[src/rtl/histogram_bram_sched.sv]
// Per-frame phase scheduler and port arbiter for the shared histogram BRAM.
// Clears all bins, grants the accumulator, drains it, then runs the cumulative-sum engine.
module histogram_bram_sched #(
    parameter int WD_BRAM_ADR    = 8,
    parameter int WD_BRAM_DAT    = 32,
    parameter int WD_ERR_INFO    = 4,
    parameter int NB_BRAM_LATCH  = 2,
    parameter int NB_SUM_TIMEOUT = 2048
) (
    input  logic                   i_sys_clk,
    input  logic                   i_sys_resetn,
    input  logic                   s_frame_start,
    input  logic                   s_frame_end,
    input  logic                   s_stat_enb,
    input  logic [WD_BRAM_ADR-1:0] s_stat_addrb,
    input  logic                   s_stat_ena,
    input  logic                   s_stat_wea,
    input  logic [WD_BRAM_ADR-1:0] s_stat_addra,
    input  logic [WD_BRAM_DAT-1:0] s_stat_dina,
    input  logic                   s_sum_enb,
    input  logic [WD_BRAM_ADR-1:0] s_sum_addrb,
    input  logic                   s_sum_ena,
    input  logic                   s_sum_wea,
    input  logic [WD_BRAM_ADR-1:0] s_sum_addra,
    input  logic [WD_BRAM_DAT-1:0] s_sum_dina,
    input  logic                   s_sum_done,
    output logic                   m_sum_grant,
    output logic                   m_sum_start,
    output logic                   m_bram_enb,
    output logic [WD_BRAM_ADR-1:0] m_bram_addrb,
    output logic                   m_bram_ena,
    output logic                   m_bram_wea,
    output logic [WD_BRAM_ADR-1:0] m_bram_addra,
    output logic [WD_BRAM_DAT-1:0] m_bram_dina,
    output logic                   m_busy,
    output logic                   m_frame_ready,
    output logic [WD_ERR_INFO-1:0] m_err_info
);

    localparam int WD_CLR   = WD_BRAM_ADR + 1;
    localparam int NB_DRAIN = NB_BRAM_LATCH + 2;
    localparam int WD_DRN   = $clog2(NB_DRAIN + 1);
    localparam int WD_WDG   = $clog2(NB_SUM_TIMEOUT + 1);

    localparam logic [WD_CLR-1:0] CLR_LAST = WD_CLR'((2 ** WD_BRAM_ADR) - 1);
    localparam logic [WD_DRN-1:0] DRN_LAST = WD_DRN'(NB_DRAIN - 1);
    localparam logic [WD_WDG-1:0] WDG_LAST = WD_WDG'(NB_SUM_TIMEOUT - 1);

    typedef enum logic [2:0] {
        ST_IDLE  = 3'd0,
        ST_CLEAR = 3'd1,
        ST_ACCUM = 3'd2,
        ST_DRAIN = 3'd3,
        ST_SUM   = 3'd4,
        ST_DONE  = 3'd5
    } state_t;

    state_t                 state_r;
    logic [WD_CLR-1:0]      clr_cnt_r;
    logic [WD_DRN-1:0]      drn_cnt_r;
    logic [WD_WDG-1:0]      wdg_cnt_r;
    logic                   timeout_s;
    logic [WD_ERR_INFO-1:0] err_evt_s;

    // Protocol violations and watchdog expiry detected this cycle
    always_comb begin
        timeout_s    = (state_r == ST_SUM) && !s_sum_done && (wdg_cnt_r == WDG_LAST);
        err_evt_s    = '0;
        err_evt_s[0] = s_frame_start && (state_r != ST_IDLE);
        err_evt_s[1] = s_frame_end && (state_r != ST_ACCUM);
        err_evt_s[2] = timeout_s;
        err_evt_s[3] = (s_stat_ena || s_stat_enb) &&
                       !((state_r == ST_ACCUM) || (state_r == ST_DRAIN));
    end

    // Phase sequencer with registered control outputs and sticky error flags
    always_ff @(posedge i_sys_clk or negedge i_sys_resetn) begin
        if (!i_sys_resetn) begin
            state_r       <= ST_IDLE;
            clr_cnt_r     <= '0;
            drn_cnt_r     <= '0;
            wdg_cnt_r     <= '0;
            m_busy        <= 1'b0;
            m_sum_grant   <= 1'b0;
            m_sum_start   <= 1'b0;
            m_frame_ready <= 1'b0;
            m_err_info    <= '0;
        end else begin
            m_sum_start   <= 1'b0;
            m_frame_ready <= 1'b0;
            m_err_info    <= m_err_info | err_evt_s;
            case (state_r)
                ST_IDLE: begin
                    if (s_frame_start) begin
                        state_r   <= ST_CLEAR;
                        clr_cnt_r <= '0;
                        m_busy    <= 1'b1;
                    end else begin
                        m_busy    <= 1'b0;
                    end
                end
                ST_CLEAR: begin
                    if (clr_cnt_r == CLR_LAST) begin
                        state_r   <= ST_ACCUM;
                        clr_cnt_r <= '0;
                    end else begin
                        clr_cnt_r <= clr_cnt_r + 1'b1;
                    end
                end
                ST_ACCUM: begin
                    if (s_frame_end) begin
                        state_r   <= ST_DRAIN;
                        drn_cnt_r <= '0;
                    end else begin
                        state_r   <= ST_ACCUM;
                    end
                end
                ST_DRAIN: begin
                    if (drn_cnt_r == DRN_LAST) begin
                        state_r     <= ST_SUM;
                        drn_cnt_r   <= '0;
                        wdg_cnt_r   <= '0;
                        m_sum_start <= 1'b1;
                        m_sum_grant <= 1'b1;
                    end else begin
                        drn_cnt_r   <= drn_cnt_r + 1'b1;
                    end
                end
                ST_SUM: begin
                    // Completion on the expiry cycle still counts as a good frame
                    if (s_sum_done) begin
                        state_r       <= ST_DONE;
                        m_sum_grant   <= 1'b0;
                        m_frame_ready <= 1'b1;
                    end else if (timeout_s) begin
                        state_r     <= ST_IDLE;
                        m_sum_grant <= 1'b0;
                        m_busy      <= 1'b0;
                    end else begin
                        wdg_cnt_r   <= wdg_cnt_r + 1'b1;
                    end
                end
                ST_DONE: begin
                    state_r <= ST_IDLE;
                    m_busy  <= 1'b0;
                end
                default: begin
                    state_r     <= ST_IDLE;
                    m_busy      <= 1'b0;
                    m_sum_grant <= 1'b0;
                end
            endcase
        end
    end

    // BRAM port mux: only the phase owner reaches the memory, zero added latency
    always_comb begin
        m_bram_enb   = 1'b0;
        m_bram_addrb = '0;
        m_bram_ena   = 1'b0;
        m_bram_wea   = 1'b0;
        m_bram_addra = '0;
        m_bram_dina  = '0;
        case (state_r)
            ST_CLEAR: begin
                m_bram_ena   = 1'b1;
                m_bram_wea   = 1'b1;
                m_bram_addra = clr_cnt_r[WD_BRAM_ADR-1:0];
            end
            ST_ACCUM, ST_DRAIN: begin
                m_bram_enb   = s_stat_enb;
                m_bram_addrb = s_stat_addrb;
                m_bram_ena   = s_stat_ena;
                m_bram_wea   = s_stat_wea;
                m_bram_addra = s_stat_addra;
                m_bram_dina  = s_stat_dina;
            end
            ST_SUM: begin
                m_bram_enb   = s_sum_enb;
                m_bram_addrb = s_sum_addrb;
                m_bram_ena   = s_sum_ena;
                m_bram_wea   = s_sum_wea;
                m_bram_addra = s_sum_addra;
                m_bram_dina  = s_sum_dina;
            end
            default: begin
                m_bram_enb = 1'b0;
                m_bram_ena = 1'b0;
            end
        endcase
    end

endmodule

[config.mk]
export PLATFORM = sky130hd
export DESIGN_NAME = histogram_bram_sched
export DESIGN_NICKNAME = d
export VERILOG_FILES = /design/src/rtl/histogram_bram_sched.sv
export SDC_FILE = /design/constraint.sdc
export NUM_CORES = 1
export LEC_CHECK = 0
export ABC_AREA = 1
export ABC_CLOCK_PERIOD_IN_PS = 1540
export CORE_MARGIN = 3
export CORE_UTILIZATION = 25
export CTS_BUF_LIST = sky130_fd_sc_hd__clkbuf_8
export DETAILED_ROUTE_END_ITERATION = 7
export GPL_ROUTABILITY_DRIVEN = 0
export GPL_TIMING_DRIVEN = 0
export PLACE_DENSITY = 0.71
export SYNTH_ARGS = -nofsm -noshare
export SYNTH_HDL_FRONTEND = slang
export SYNTH_SLANG_ARGS = --single-unit
[constraint.sdc]
create_clock -name i_sys_clk -period 1.54 [get_ports i_sys_clk]
set_input_delay 0.308 -clock i_sys_clk [delete_from_list [all_inputs] [get_ports i_sys_clk]]
set_output_delay 0.308 -clock i_sys_clk [all_outputs]
set_load 0.01 [all_outputs]
### After elaboration in Yosys (flattened, before gate mapping)

Cells that the tools add are included.

| cells by class | value |
|---|---|
| divide/modulo/power cells | 0 |
| bitwise gates (word level) | 3 |
| add/sub/neg operators | 3 |
| order comparisons | 0 |
| multiplexer cells | 34 |
| equal/unequal tests | 17 |
| reductions and logical operators | 23 |
| multiply operators | 0 |
| shift operators | 0 |

Operators by type and width:

| kind | count |
|---|---|
| $pmux W32 S2 | 1 |
| $mux W12 | 3 |
| $pmux W12 S2 | 1 |
| $pmux W8 S3 | 1 |
| $mux W3 | 7 |
| $mux W9 | 2 |
| $pmux W9 S2 | 1 |
| $pmux W8 S2 | 1 |
| $pmux W3 S5 | 1 |
| $add A12 B1 Y12 const B | 1 |
| $eq A12 B11 Y1 const B | 1 |
| $ne A2 B2 Y1 const B | 6 |
| $pmux W1 S3 | 4 |
| $mux W1 | 10 |
| $add A9 B1 Y9 const B | 1 |
| $eq A3 B2 Y1 const B | 3 |
| $eq A9 B8 Y1 const B | 1 |
| $reduce_and A4 Y1 | 2 |
| $eq A3 B3 Y1 const B | 2 |
| $pmux W3 S2 | 1 |
| $reduce_and A3 Y1 | 2 |
| $reduce_bool A2 Y1 | 3 |
| $logic_and A1 B1 Y1 | 5 |
| $or A4 B4 Y4 | 1 |
| 15 further kinds | 19 |

| word-level totals | value |
|---|---|
| ROM bits | 0 |
| memory bits (writable) | 0 |
| memories | 0 |
| logic and storage cells | 89 |
| input port bits | 107 |
| register bits after elaboration | 35 |
| latch bits | 0 |
| output and inout port bits | 59 |

### Longest topological paths before layout

Gate-level depths: netlist of run 1.

| logic depth | value |
|---|---|
| depth in word-level cells | 6 |
| mapped depth | 11 |
| gate-level depth less buffers | 10 |

### Least setup slack after synthesis of run 1

No wires, ideal clock.

| path | value |
|---|---|
| kind | register -> output |
| start point | reg state_r[1] |
| end point | out m_bram_addrb[1] |
| slack | -0.064 ns |
| buffers on the path | 2 |
| arrival time | 1.296 ns |
| stages on the path, launching flop included | 7 |
| data required time | 1.232 ns |
| cells stage by stage | dfrtp_1 nor2_4 nand2_4 inv_2 buf_2 buf_2 a22o_1 |

| between the ends | value |
|---|---|
| cells in the longest elaborated chain, start to end | 3 |
| elaborated cells between the ends (all ways) | 5 |
| classes of those cells | eq/ne: 3; mux: 1; reduce/logical: 1 |

Ends and longest elaborated chain:

| item | line | source |
|---|---|---|
| start: declaration | 58 | `state_t state_r;` |
| start signal: assignment | 79 | `state_r <= ST_IDLE;` |
| start signal: assignment | 95 | `state_r <= ST_CLEAR;` |
| start signal: assignment | 104 | `state_r <= ST_ACCUM;` |
| $eq A3 B2 Y1 | 164 | `case (state_r)` |
| $reduce_or A2 Y1 | 164 |  |
| $pmux W8 S2 * | 164 |  |
| end: declaration | 30 | `output logic [WD_BRAM_ADR-1:0] m_bram_addrb,` |

Every way passes the cells marked *; elsewhere a longest branch is shown, timed or not.

### Worst setup path in the final report of run 1

| path | value |
|---|---|
| start point | reg state_r[1] |
| end point | out m_bram_addra[0] |

| between the ends | value |
|---|---|
| cells in the longest elaborated chain, start to end | 3 |
| elaborated cells between the ends (all ways) | 6 |
| classes of those cells | eq/ne: 4; mux: 1; reduce/logical: 1 |

Ends and longest elaborated chain:

| item | line | source |
|---|---|---|
| $eq A3 B2 Y1 | 164 |  |
| $reduce_or A2 Y1 | 164 |  |
| $pmux W8 S3 * | 164 |  |
| end: declaration | 33 | `output logic [WD_BRAM_ADR-1:0] m_bram_addra,` |

Marked as above.

==> flow_metrics.env, run 1 <==
export IMPL_outcome="finished with violations"
export IMPL_violations="setup timing"
export IMPL_swShare=0.3982
export IMPL_fin_ws_ns=-0.3794
export IMPL_final_nets=655
export IMPL_io_pins=166
export IMPL_pwr_density_cell_nw_per_um2=1402
export IMPL_synth_compound_area_frac=0.2403
export IMPL_worstPathArrival_ns=1.61
export IMPL_h_tree_depth=2
export IMPL_final_max_slew_viol_count=0
export IMPL_synthCells=338
export IMPL_fin_crit_sh=1.246
export IMPL_critPathRequiredTime_ns=1.23
export IMPL_track_usage=0.1801
export IMPL_cap_violations=0
export IMPL_drt_iter0_drc=254
export IMPL_reg2reg_depth=11
export IMPL_critPathKind="register to output pin"
export IMPL_vias=3310
export IMPL_fin_util=0.5050
export IMPL_tritoncts="yes"
export IMPL_finalSetupViolCount=66
export IMPL_post_drt_wl_per_cell_um=16.49
export IMPL_synth_area_top_cells="dfrtp_1 (35%), a22o_1 (15%), nand2_1 (13%), nand3_1 (5.2%), inv_1 (4.6%)"
export IMPL_wl_met2_um=5754
export IMPL_wl_met3_um=884
export IMPL_crit_path_start_kind="register"
export IMPL_drc_errors=0
export IMPL_final_cell_mix="clkdlybuf4s50_1 (110), nand2_1 (80), buf_2 (43)"
export IMPL_finalWirelength_um=11210
export IMPL_antenna_left=0
export IMPL_synth_cell_types=33
export IMPL_cts_buffer_depth=2
export IMPL_hold_viol_final=0
export IMPL_grt_pass1_vias=3184
export IMPL_p_sw_mw=2.755
export IMPL_syn_nets=448
export IMPL_skew_ns=0.004817
export IMPL_maxUsedRoutingLayer="met4"
export IMPL_wl_met1_um=4180
export IMPL_drive_above_1_share=0.2766
export IMPL_crit_fanout=9
export IMPL_synth_cell_area_um2=2525
export IMPL_rsz0062_at_grt="true"
export IMPL_syn2layout_area_growth_pct=95.49
export IMPL_seqPwrFrac=0.173
export IMPL_dieHeight_um=106.5
export IMPL_intPower_mw=4.164
export IMPL_p_clk_frac=0.143
export IMPL_synth_top_cell_by_area="dfrtp_1"
export IMPL_cts_sinks=35
export IMPL_worst_slew_pin_slew_ns=0.7817
export IMPL_dieArea_um2=11340
export IMPL_path_clk_slew_ns=0.07
export IMPL_synth_warnings=0
export IMPL_max_freq_mhz=521.0
export IMPL_dpl_hpwl_um=8148
export IMPL_finalCriticalPeriod_ns=1.919
export IMPL_synth_xor_area_share=0.01388
export IMPL_overflow=0
export IMPL_hold_class="primary input to async pin"
export IMPL_power_share_combinational=0.684
export IMPL_pre_cts_slack_ns=-0.7399
export IMPL_tns_ns=-16.53
export IMPL_ys_ff_latch=35
export IMPL_first_pass_iters=5
export IMPL_final_common_cell="clkdlybuf4s50_1"
export IMPL_async_flop_share=1.000
export IMPL_place_area_um2=4362
export IMPL_synth_ff_type="dfrtp_1"
export IMPL_synth_top_family_by_area="simple AND/OR/NAND/NOR gates"
export IMPL_synth_simple_area_share=0.2978
export IMPL_design_area_um2=4936
export IMPL_start_util=0.2583
export IMPL_rows=36
export IMPL_clock_latency_ns=0.29
export IMPL_cts_buffers=5
export IMPL_synth_edff_count=0
export IMPL_reg2reg_to="m_busy$_DFFE_PN0P_"
export IMPL_yosysTopAreaCellShare=0.3469
export IMPL_die_w_um=106.5
export IMPL_io_buffer_count=165
export IMPL_root_buffer="clkbuf_8"
export IMPL_grt_pass1_wl_um=16270
export IMPL_grt_max_degree=36
export IMPL_core_area_um2=9774
export IMPL_synth_area_per_cell_um2=7.470
export IMPL_regToRegSetupSlack_ns=-0.08
export IMPL_ys_seq_area_frac=0.3469
export IMPL_worstReg2RegStart="state_r[0]$_DFFE_PN0P_"
export IMPL_relSlewSlack=0.4788
export IMPL_vdd_ir_drop_max_uv=678.5
export IMPL_p_leak_nw=2.260
export IMPL_antenna_found_initial=1
export IMPL_synth_adder_area_share=0.01487
export IMPL_vias_per_cell=4.868
export IMPL_critical_path_endpoint_type="output pin"
export IMPL_muxShareOfSynthArea=0
==> final cells by class <==
type                    instances  area [um2]
diodes                          1       2.502
plain buffers                  14       191.4
clock buffers                   5       68.82
clock inverters                 3       67.56
fillers                       915        4838
inverters                      37       151.4
multi-input cells             252        1544
flip-flops and latches         35       879.6
well taps                     133       166.4
repair buffers                200        1864
==> logic make-up (layout without fill, tap and decap cells) <==
group           Yosys count  in the layout
compound gates           81             81
xor+xnor                  4              4
fa+ha+maj                 3              3
buf+inv                  52            259
flops                    35             35
other cells               0              1
simple gates            163            164
==> Yosys cell counts (2+ instances only) <==
cell	number
a21oi_1	8
a221o_1	2
a22o_1	42
buf_2	9
clkbuf_1	4
dfrtp_1	35
ha_1	3
inv_1	31
inv_2	6
nand2_1	86
nand2_2	7
nand2_4	3
nand3_1	26
nand4_1	3
nor2_1	23
nor2_2	2
nor2_4	3
nor3_1	6
o211ai_1	7
o21ai_0	12
o21bai_1	3
o22ai_1	4
xnor2_1	2
xor2_1	2
==> how the worst max path moves through the flow <==
| stage | from | endpoint | slack, ns | cells after the start |
|---|---|---|---|---|
| after detailed placement | state_r[2]$_DFFE_PN0P_ | m_bram_addrb[6] | -0.74 | 5 |
| after global placement | i_sys_resetn | state_r[1]$_DFFE_PN0P_ | -0.74 | 1 |
| after floorplan | state_r[0]$_DFFE_PN0P_ | m_bram_addra[0] | 0.009 | 7 |
| after CTS | state_r[1]$_DFFE_PN0P_ | m_bram_addra[0] | -0.42 | 6 |
| after global routing | state_r[0]$_DFFE_PN0P_ | m_bram_addra[0] | -0.49 | 8 |
| final | state_r[1]$_DFFE_PN0P_ | m_bram_addra[0] | -0.38 | 6 |
==> through the flow <==
step / total power [mW] / cells / hold WS, ns
floorplan: 3.243 / 338 / 0.01241
global placement: 4.993 / 636 / 0.4586
detailed placement: 5.063 / 636 / 0.4405
CTS: 6.535 / 669 / 0.1200
global route: 7.352 / 680 / 0.1633
finish: 6.919 / 680 / 0.09903
==> sequential cells by signal (all words and copies together), names as in the netlist <==
| signal | cells |
|---|---|
| wdg_cnt_r | 12 |
| clr_cnt_r | 9 |
| m_err_info | 4 |
| drn_cnt_r | 3 |
| state_r | 3 |
| m_busy | 1 |
| m_frame_ready | 1 |
| m_sum_grant | 1 |
| m_sum_start | 1 |
==> routing by layer <==
metal / track usage / up-vias
met5: 0 / -
met4: 0.07489 / 0
met3: 0.04554 / 21
met2: 0.3312 / 148
met1: 0.1954 / 1569
li1: - / 1572
==> power by group through the flow <==
stage | Clock, mW | Sequential (mW) | Combinational [mW]
after floorplan | 0 | 1.23 | 2.01
after global placement | 0 | 1.24 | 3.75
after detailed placement | 0 | 1.25 | 3.82
after CTS | 1.02 | 1.19 | 4.32
after global routing | 1.06 | 1.21 | 5.08
final | 0.990 | 1.20 | 4.73
==> repair_timing <==
item | in CTS | in global routing
hold buffers | 0 | 0
pin swaps | 17 | 8
resized for setup | 267 | 31
setup buffers | 20 | 8
endpoints found under the setup margin | 77 | 77
endpoints found under the hold margin | 0 | 0
gates cloned | 6 | 4
==> worst max-delay path, cell delays in order, from the launching register on <==
cell and delay [ns]:
dfrtp_2 0.44, buf_6 0.13, nor3_4 0.20, buf_6 0.14, inv_8 0.04, o211ai_1 0.19
buf_2 0.17
(Power assumes the default switching activity.)
==> run 2: changes to the inputs <==
- ABC_CLOCK_PERIOD_IN_PS: 1540 -> 1700
- clock period: 1.54 -> 1.7 ns (I/O delays scaled with it)
==> run 2 against run 1 <==
The run still ends with setup timing left. First-iteration DRC count is 0.39% higher. Clock power is 21% lower. Count of clock-buffer cells in the layout is 1 higher. Hold slack better by 0.024 ns. Sequential cell count stayed put. Largest cell class unchanged. Die area stayed put. Sequential share of layout area is 0.12 points higher. Wire length is 1.4% higher.
==> flow_metrics.env, run 2 (synthesized netlist as in run 1, its figures left out) <==
export IMPL_cap_violations=0
export IMPL_maxUsedRoutingLayer="met4"
export IMPL_grt_pass1_vias=3342
export IMPL_fin_hold_ws_ns=0.1231
export IMPL_antenna_left=0
export IMPL_largest_reg_flops=12
export IMPL_relSlewSlack=0.4915
export IMPL_finalCriticalPeriod_ns=1.984
export IMPL_p_sw_mw=2.500
export IMPL_drt_iter0_drc=255
export IMPL_p_leak_nw=2.232
export IMPL_final_nets=658
export IMPL_start_util=0.2583
export IMPL_dieHeight_um=106.5
export IMPL_worst_slew_pin_slew_ns=0.7627
export IMPL_largestRegisters="wdg_cnt_r: 12 flops, clr_cnt_r: 9 flops, m_err_info: 4 flops"
export IMPL_critical_path_cell_chain="buf_6 > nand2_8 > inv_8 > buf_6 > clkbuf_16 > a221o_1 > buf_6"
export IMPL_ctsHoldBuffers=0
export IMPL_critPathTopFamily="buffers and inverters"
export IMPL_power_share_combinational=0.701
export IMPL_swShare=0.4008
export IMPL_seqPwrFrac=0.174
export IMPL_tns_ns=-10.94
export IMPL_cpPeakStageDelay_ns=0.37
export IMPL_crit_path_start_kind="register"
export IMPL_intPower_mw=3.737
export IMPL_vias=3286
export IMPL_pwr_density_cell_nw_per_um2=1272
export IMPL_cts_buffer_depth=2
export IMPL_post_drt_wl_per_cell_um=16.56
export IMPL_cp_num_buf_inv=5
export IMPL_skew_ns=0.008971
export IMPL_fillers=939
export IMPL_io_buffer_count=165
export IMPL_max_freq_mhz=504.1
export IMPL_hold_viol_final=0
export IMPL_grt_max_degree=36
export IMPL_critPathKind="register to output pin"
export IMPL_syn2layout_area_growth_pct=94.20
export IMPL_pre_cts_slack_ns=-0.7263
export IMPL_clock_latency_ns=0.29
export IMPL_wl_met1_um=4381
export IMPL_antenna_found_initial=4
export IMPL_crit_fanout=6
export IMPL_rsz0062_at_grt="true"
export IMPL_cts_buffers=5
export IMPL_final_max_slew_viol_count=0
export IMPL_violations="setup timing"
export IMPL_vias_per_cell=4.790
export IMPL_dpl_hpwl_um=8228
export IMPL_multiInputGateArea_um2=1518
export IMPL_die_w_um=106.5
export IMPL_cp_slowest_cell="dfrtp_1"
export IMPL_worstPathArrival_ns=1.64
export IMPL_cts_sinks=35
export IMPL_finalWirelength_um=11360
export IMPL_track_usage=0.1878
export IMPL_grt_pass1_wl_um=16880
export IMPL_outcome="finished with violations"
export IMPL_core_area_um2=9774
export IMPL_drc_errors=0
export IMPL_h_tree_depth=2
export IMPL_p_clk_frac=0.125
export IMPL_critPathRequiredTime_ns=1.36
export IMPL_first_pass_iters=4
export IMPL_vdd_ir_drop_max_uv=612.6
export IMPL_wl_met3_um=819
export IMPL_top_register="wdg_cnt_r"
export IMPL_finalSetupViolCount=54
export IMPL_crit_top_cell="buf_6"
export IMPL_drive_above_1_share=0.2732
export IMPL_power_mw=6.237
export IMPL_root_buffer="clkbuf_8"
export IMPL_fin_ws_ns=-0.2836
export IMPL_final_common_cell="clkdlybuf4s50_1"
export IMPL_rows=36
export IMPL_hold_class="primary input to async pin"
export IMPL_fin_crit_sh=1.167
export IMPL_regArea_um2=879.6
export IMPL_final_cell_mix="clkdlybuf4s50_1 (113), nand2_1 (84), buf_2 (46)"
export IMPL_io_pins=166
export IMPL_wl_met2_um=5728
export IMPL_tritoncts="yes"
export IMPL_overflow=0
export IMPL_path_clk_slew_ns=0.07
export IMPL_dieArea_um2=11340
export IMPL_critical_path_endpoint_type="output pin"
[run 2: cell types whose count changed in the layout (fill, tap and decap cells not counted), moves of 3 or more]
cell,previous run,this run
dlymetal6s2s_1,3,0
diode_2,1,4
nand2_4,7,1
buf_2,43,46
nand2_1,80,84
clkdlybuf4s50_1,110,113
[run 2: cell type report]
class,count,share of cell area
plain buffers,15,0.04414
well taps,133,0.03394
clock buffers,6,0.01684
multi-input cells,251,0.3095
inverters,37,0.03036
flip-flops and latches,35,0.1794
repair buffers,203,0.3766
clock inverters,2,0.007145
diodes,4,0.002041
[run 2: what timing repair did]
item                                    4_1_cts  5_1_grt
buffers inserted                             21       11
pin swaps                                    10       21
gates resized for setup                     261       33
cloned                                        7        3
endpoints found under the setup margin       64       72
[run 2: per-stage QoR]
step	util	instance area, um2	std cells
floorplan	-	2525	338
global placement	0.4443	4343	636
detailed placement	0.4438	4338	636
CTS	0.4775	4667	671
global route	0.5017	4903	686
finish	0.5017	4903	686
[run 2: power groups by stage]
stage               sequential [mW]  combinational [mW]  clock, mW
floorplan                      1.11                1.79          0
global placement               1.12                3.39          0
detailed placement             1.13                3.44          0
CTS                            1.09                3.89      0.801
global route                   1.11                4.71      0.831
finish                         1.09                4.37      0.778
[run 2: layer usage]
layer	track usage	vias up
met3	0.03947	29
met1	0.2160	1522
li1	-	1589
met2	0.3249	146
met4	0.1014	0
met5	0	-
[run 2: worst paths after layout]
check	cells past startpoint	slack, ns	start	to
worst max-delay path	7	-0.28	state_r[2]$_DFFE_PN0P_	m_bram_wea
worst min-delay path	1	0.12	i_sys_resetn	wdg_cnt_r[11]$_DFFE_PN0P_
worst max register to register	11	-0.01	state_r[0]$_DFFE_PN0P_	wdg_cnt_r[8]$_DFFE_PN0P_
worst min register to register	2	0.47	m_err_info[2]$_DFF_PN0_	m_err_info[2]$_DFF_PN0_
max in group asynchronous	1	1.05	i_sys_resetn	wdg_cnt_r[0]$_DFFE_PN0P_
min in group i_sys_clk	2	0.47	m_err_info[2]$_DFF_PN0_	m_err_info[2]$_DFF_PN0_
==> run 3: changes to the inputs <==
- CTS_CLUSTER_DIAMETER: unset -> 150
==> results of run 3 <==
Final layout, timing and power as in run 2 (identical DEF).
